`src/rtl/alu_pkg.sv`:
```
// Shared ALU definitions: operand width, CCR flag layout and the writeback entry payload.
package alu_pkg;

  localparam int unsigned OP_SIZE = 4;
  localparam int unsigned CCR_W   = 4;
  localparam int unsigned DST_W   = 2;

  localparam logic [CCR_W-1:0] C_MASK = 4'b1000;
  localparam logic [CCR_W-1:0] V_MASK = 4'b0100;
  localparam logic [CCR_W-1:0] N_MASK = 4'b0010;
  localparam logic [CCR_W-1:0] Z_MASK = 4'b0001;

  localparam int unsigned C_IDX = 3;
  localparam int unsigned V_IDX = 2;
  localparam int unsigned N_IDX = 1;
  localparam int unsigned Z_IDX = 0;

  typedef struct packed {
    logic [OP_SIZE-1:0] r;
    logic [DST_W-1:0]   dst;
    logic [CCR_W-1:0]   ccr;
  } entry_t;

  // Place individual flag values at their CCR positions.
  function automatic logic [CCR_W-1:0] flag_vec(input logic c, input logic v,
                                                input logic n, input logic z);
    return (c ? C_MASK : '0) | (v ? V_MASK : '0) |
           (n ? N_MASK : '0) | (z ? Z_MASK : '0);
  endfunction

endpackage

```
`src/rtl/ccr_merge.sv`:
```
// Computes N/Z from a result and merges C/V/N/Z into the previous CCR under an update mask.
module ccr_merge
  import alu_pkg::*;
#(
  parameter int unsigned W = OP_SIZE
) (
  input  logic [W-1:0]     r,
  input  logic             c,
  input  logic             v,
  input  logic [CCR_W-1:0] upd,
  input  logic [CCR_W-1:0] prev,
  output logic [CCR_W-1:0] merged_c
);

  logic [CCR_W-1:0] calc_c;

  always_comb begin
    calc_c   = flag_vec(c, v, r[W-1], (r == '0));
    merged_c = (calc_c & upd) | (prev & ~upd);
  end

endmodule

```
`src/rtl/ccr_writeback.sv`:
```
// ALU writeback stage: owns the architectural CCR and buffers two results toward the register file.
module ccr_writeback
  import alu_pkg::*;
#(
  parameter int unsigned op_size = OP_SIZE
) (
  input  logic               clk,
  input  logic               rst,
  input  logic               in_valid,
  output logic               in_ready,
  input  logic [op_size-1:0] in_r,
  input  logic               in_c,
  input  logic               in_v,
  input  logic [3:0]         in_upd,
  input  logic [1:0]         in_dst,
  output logic               out_valid,
  input  logic               out_ready,
  output logic [op_size-1:0] out_r,
  output logic [1:0]         out_dst,
  output logic [3:0]         out_ccr,
  output logic [3:0]         ccr,
  input  logic               ccr_we,
  input  logic [3:0]         ccr_wdata,
  output logic               ccr_err
);

  localparam int unsigned DEPTH = 2;
  localparam int unsigned CNT_W = 2;

  logic [op_size-1:0] r_q    [DEPTH];
  logic [op_size-1:0] r_d    [DEPTH];
  logic [DST_W-1:0]   dst_q  [DEPTH];
  logic [DST_W-1:0]   dst_d  [DEPTH];
  logic [CCR_W-1:0]   eccr_q [DEPTH];
  logic [CCR_W-1:0]   eccr_d [DEPTH];

  logic               head_q, head_d;
  logic [CNT_W-1:0]   count_q, count_d;
  logic [CCR_W-1:0]   ccr_q, ccr_d;
  logic [CCR_W-1:0]   spec_ccr_q, spec_ccr_d;
  logic               out_valid_q, out_valid_d;
  logic               in_ready_q, in_ready_d;
  logic [op_size-1:0] out_r_q, out_r_d;
  logic [DST_W-1:0]   out_dst_q, out_dst_d;
  logic [CCR_W-1:0]   out_ccr_q, out_ccr_d;
  logic               ccr_err_q, ccr_err_d;

  logic               push_c;
  logic               pop_c;
  logic               load_ok_c;
  logic               tail_c;
  logic [CCR_W-1:0]   merged_c;

  // Merge against the CCR as seen by the youngest accepted op, not the committed one.
  ccr_merge #(.W(op_size)) u_merge (
    .r        (in_r),
    .c        (in_c),
    .v        (in_v),
    .upd      (in_upd),
    .prev     (spec_ccr_q),
    .merged_c (merged_c)
  );

  always_comb begin
    push_c     = in_valid && in_ready_q;
    pop_c      = out_valid_q && out_ready;
    load_ok_c  = ccr_we && (count_q == '0) && !push_c;
    // Two entries: head + count modulo 2.
    tail_c     = head_q ^ count_q[0];

    r_d        = r_q;
    dst_d      = dst_q;
    eccr_d     = eccr_q;
    head_d     = head_q;
    ccr_d      = ccr_q;
    spec_ccr_d = spec_ccr_q;

    if (push_c) begin
      r_d[tail_c]    = in_r;
      dst_d[tail_c]  = in_dst;
      eccr_d[tail_c] = merged_c;
      spec_ccr_d     = merged_c;
    end

    if (pop_c) begin
      head_d = ~head_q;
      ccr_d  = eccr_q[head_q];
    end

    if (load_ok_c) begin
      ccr_d      = ccr_wdata;
      spec_ccr_d = ccr_wdata;
    end

    count_d     = count_q + CNT_W'(push_c) - CNT_W'(pop_c);
    ccr_err_d   = ccr_we && !load_ok_c;
    out_valid_d = (count_d != '0);
    in_ready_d  = (count_d != CNT_W'(DEPTH));
    out_r_d     = r_d[head_d];
    out_dst_d   = dst_d[head_d];
    out_ccr_d   = eccr_d[head_d];
  end

  always_ff @(posedge clk or posedge rst) begin
    if (rst) begin
      for (int i = 0; i < DEPTH; i++) begin
        r_q[i]    <= '0;
        dst_q[i]  <= '0;
        eccr_q[i] <= '0;
      end
      head_q      <= 1'b0;
      count_q     <= '0;
      ccr_q       <= '0;
      spec_ccr_q  <= '0;
      out_valid_q <= 1'b0;
      in_ready_q  <= 1'b1;
      out_r_q     <= '0;
      out_dst_q   <= '0;
      out_ccr_q   <= '0;
      ccr_err_q   <= 1'b0;
    end else begin
      r_q         <= r_d;
      dst_q       <= dst_d;
      eccr_q      <= eccr_d;
      head_q      <= head_d;
      count_q     <= count_d;
      ccr_q       <= ccr_d;
      spec_ccr_q  <= spec_ccr_d;
      out_valid_q <= out_valid_d;
      in_ready_q  <= in_ready_d;
      out_r_q     <= out_r_d;
      out_dst_q   <= out_dst_d;
      out_ccr_q   <= out_ccr_d;
      ccr_err_q   <= ccr_err_d;
    end
  end

  assign in_ready  = in_ready_q;
  assign out_valid = out_valid_q;
  assign out_r     = out_r_q;
  assign out_dst   = out_dst_q;
  assign out_ccr   = out_ccr_q;
  assign ccr       = ccr_q;
  assign ccr_err   = ccr_err_q;

endmodule

```
`config.mk`:
```
export PLATFORM = sky130hd
export DESIGN_NAME = ccr_writeback
export DESIGN_NICKNAME = d
export VERILOG_FILES = /design/src/rtl/alu_pkg.sv /design/src/rtl/ccr_merge.sv /design/src/rtl/ccr_writeback.sv
export SDC_FILE = /design/constraint.sdc
export NUM_CORES = 1
export LEC_CHECK = 0
export CORE_AREA = 4 4 87 89
export CTS_CLUSTER_DIAMETER = 30
export CTS_CLUSTER_SIZE = 25
export DETAILED_ROUTE_END_ITERATION = 8
export DIE_AREA = 0 0 91 93
export PLACE_DENSITY = 0.62
export SLEW_MARGIN = 5
export SYNTH_ARGS = -nofsm -noshare
export SYNTH_HDL_FRONTEND = slang
export SYNTH_SLANG_ARGS = --single-unit
```
`constraint.sdc`:
```
create_clock -name clk -period 3.3 [get_ports clk]
set_input_delay 0.66 -clock clk [delete_from_list [all_inputs] [get_ports clk]]
set_output_delay 0.66 -clock clk [all_outputs]
set_load 0.005 [all_outputs]
```
==> impl_metrics.py <==
metrics = {
    "clock_tree": {
        "cts_hold_buf": 0,
        "cts_max_path_buffers": 2,
        "cts_tree": "done",
        "h-tree-depth": 2,
        "cts_setup_buffers": 0,
        "tritoncts.num_buffers": 5,
        "clock_latency_ns": 0.29,
        "cts_sinks": 44,
        "clk_pin_slew_ns": 0.08,
        "post_cts_resized": 0,
        "cts-root-buf": "clkbuf_8",
    },
    "floorplan": {
        "core_um2": 6756,
        "die_y_um": 93,
        "start_util": 0.2948,
        "dieArea_um2": 8463,
        "rows": 30,
        "fp.dieW_um": 91,
        "ios": 38,
    },
    "global_route": {
        "first_global_vias": 1338,
        "grt.overflow.total": 0,
        "antenna_found_initial": 0,
        "grtUsageTotal": 0.1039,
        "grt_pass1_wl_um": 6831,
        "grt_max_degree": 26,
    },
    "detailed_routing": {
        "postRouteAntennaNets": 0,
        "drc": 0,
        "drt_wl_total_um": 4050,
        "vias": 1313,
        "vias_per_cell": 4.591,
        "drt-pass1-iter-count": 4,
        "drt_iter0_markers": 60,
        "wire_per_inst_um": 14.16,
    },
    "timing": {
        "slew_violations": 0,
        "hold_viol": 0,
        "setup_slack_ns": 0.9760,
        "holdWs_ns": 0.5099,
        "setup_viol": 0,
        "fin_crit_ns": 2.324,
        "grt_setup_unrepaired": "false",
        "skew_ns": 0.007637,
        "slew_headroom": 0.5331,
        "min_period_over_period": 0.7042,
        "tightestPinTransition_ns": 0.6961,
        "fmax_mhz": 430.3,
        "fin_tns_setup_ns": 0,
    },
    "yosys": {
        "synth.distinct_cells": 29,
        "ys_ff_latch": 44,
        "yosysSeqAreaShare": 0.5534,
        "postSynthAreaPerCell_um2": 12.00,
        "synth_edf_count": 0,
        "yosys.area.top_type": "dfrtp_1",
        "netlist_instances": 166,
        "synth_area_leaders": "dfrtp_1, mux2i_1, mux2_2",
        "synthTopCellsByCount": "dfrtp_1, mux2i_1, nand2_1",
        "netlist.area_leader.share": 0.5402,
        "synth_ff_type": "dfrtp_1",
        "syn_nets": 188,
        "synth.most_common_cell": "dfrtp_1",
        "synth_warnings": 0,
        "async_flop_share": 1.000,
        "synth.cell_area_um2": 1992,
    },
    "place": {
        "hpwl_um": 2861,
        "port_buffers": 37,
        "dp_slack_ns": 0.6524,
        "gp_congestion": 0.7428,
        "dp.cells": 278,
    },
    "hold_path": {
        "hp-class": "reg2reg",
    },
    "cells_and_area": {
        "insertedDiodeCount": 0,
        "fin_cells": 286,
        "nets": 227,
        "area.growth.synth_to_final_pct": 25.63,
        "drive_gt1_frac": 0.1650,
    },
    "critical_path": {
        "crit_fanout": 13,
        "crit_path_end_kind": "flop",
        "worstPathArrival_ns": 2.55,
        "cp_data_required_time_ns": 3.52,
        "start_kind": "input pin",
        "crit_type": "in2reg",
    },
    "job": {
        "drv_cap": 0,
    },
    "power_and_ir_drop": {
        "max-vdd-ir-drop_v": 0.0002518,
        "p_leak_nw": 1.061,
        "power-per-cell-area_nw_per_um2": 953.2,
    },
    "outcome": {
        "status": "finished clean",
    },
}
[metrics by stage]
| step | total power, W | instance area (µm²) | util |
|---|---|---|---|
| after floorplan | 0.001737 | 1992 | - |
| after global placement | 0.002069 | 2421 | 0.3583 |
| after detailed placement | 0.002096 | 2421 | 0.3583 |
| after CTS | 0.002422 | 2502 | 0.3704 |
| after global routing | 0.002602 | 2502 | 0.3704 |
| final | 0.002385 | 2502 | 0.3704 |
[layer usage]
metal,wire length (µm),up-vias,global-route usage
met5,0,-,0
met4,53,0,0.03769
met3,184,5,0.03379
met2,1868,27,0.1625
met1,1943,640,0.1348
li1,-,641,-
[sequential cells by signal (all words and copies together), names as in the netlist]
| signal | flops |
|---|---|
| r_q | 8 |
| spec_ccr_q | 4 |
| dst_q | 4 |
| eccr_q | 8 |
| out_r | 4 |
| out_dst | 2 |
| ccr_err | 1 |
| out_valid | 1 |
| ccr | 4 |
| head_q | 1 |
| out_ccr | 4 |
| in_ready | 1 |
| count_q | 2 |
[final timing paths]
check	cells past startpoint	to	startpoint	slack (ns)
min	1	r_q[0]	r_q[0]	0.51
min reg2reg	1	r_q[0]	r_q[0]	0.51
max	8	in_ready	in_valid	0.98
max reg2reg	7	in_ready	in_ready	1.28
max in group asynchronous	3	in_ready	rst	1.83
min in group asynchronous	2	out_dst[0]	rst	0.69
[worst max-delay path, cell delays in order]
cell and delay (ns):
clkdlybuf4s50_1 0.48, nand2_1 0.31, nand3_1 0.25, nand2_1 0.07, ha_1 0.19, xnor2_1 0.14
xnor2_1 0.16, or2_2 0.28
[power breakdown]
| part | leakage [nW] | switching (W) | internal, W |
|---|---|---|---|
| Sequential | 0.517 | 0.000169 | 0.000821 |
| Clock | 0.0422 | 0.000173 | 0.000149 |
| Combinational | 0.502 | 0.000467 | 0.000608 |
| Total | 1.06 | 0.000808 | 0.00158 |
[logic make-up after synthesis]
family,Yosys count,share of synthesized area
AOI/OAI and AO/OA,28,0.07726
DFF,44,0.5534
muxes,38,0.2048
xor gates and xnor gates,4,0.02513
buffers and inverters,11,0.03768
and+or+nand+nor,40,0.09549
adders and majority gates,1,0.006280
[cell usage in the layout, fill, tap and decap left out]
cell type	Yosys	final
buf_4	2	3
nor2b_1	1	1
xor2_2	2	2
clkbuf_8	0	5
and2_1	1	1
clkinv_1	0	1
nand2_2	1	1
dfrtp_1	43	43
dfstp_2	1	1
o21ai_1	1	1
xnor2_1	2	2
or2_2	1	1
nor2_1	12	12
nor2b_4	1	1
mux2_2	14	14
nor4_1	1	1
mux2i_1	22	22
ha_1	1	1
o21ai_0	13	13
nor3b_2	1	1
a21oi_1	12	12
nor2_2	1	1
a21oi_4	1	1
nand2b_1	1	1
clkinv_2	0	1
clkdlybuf4s50_1	0	37
clkbuf_1	0	2
inv_1	3	2
a21o_1	1	1
nand2_1	16	16
nand3_1	3	3
mux2_4	2	2
[layout make-up]
| class | instances | area, µm² |
|---|---|---|
| clock buffers | 7 | 76.32 |
| inverters | 3 | 11.26 |
| flip-flops and latches | 44 | 1102 |
| repair buffers | 40 | 392.9 |
| fillers | 680 | 4254 |
| clock inverters | 1 | 5.005 |
| well taps | 80 | 100.1 |
| multi-input cells | 111 | 814.5 |
Note: power is estimated with default switching activity, not from simulation.
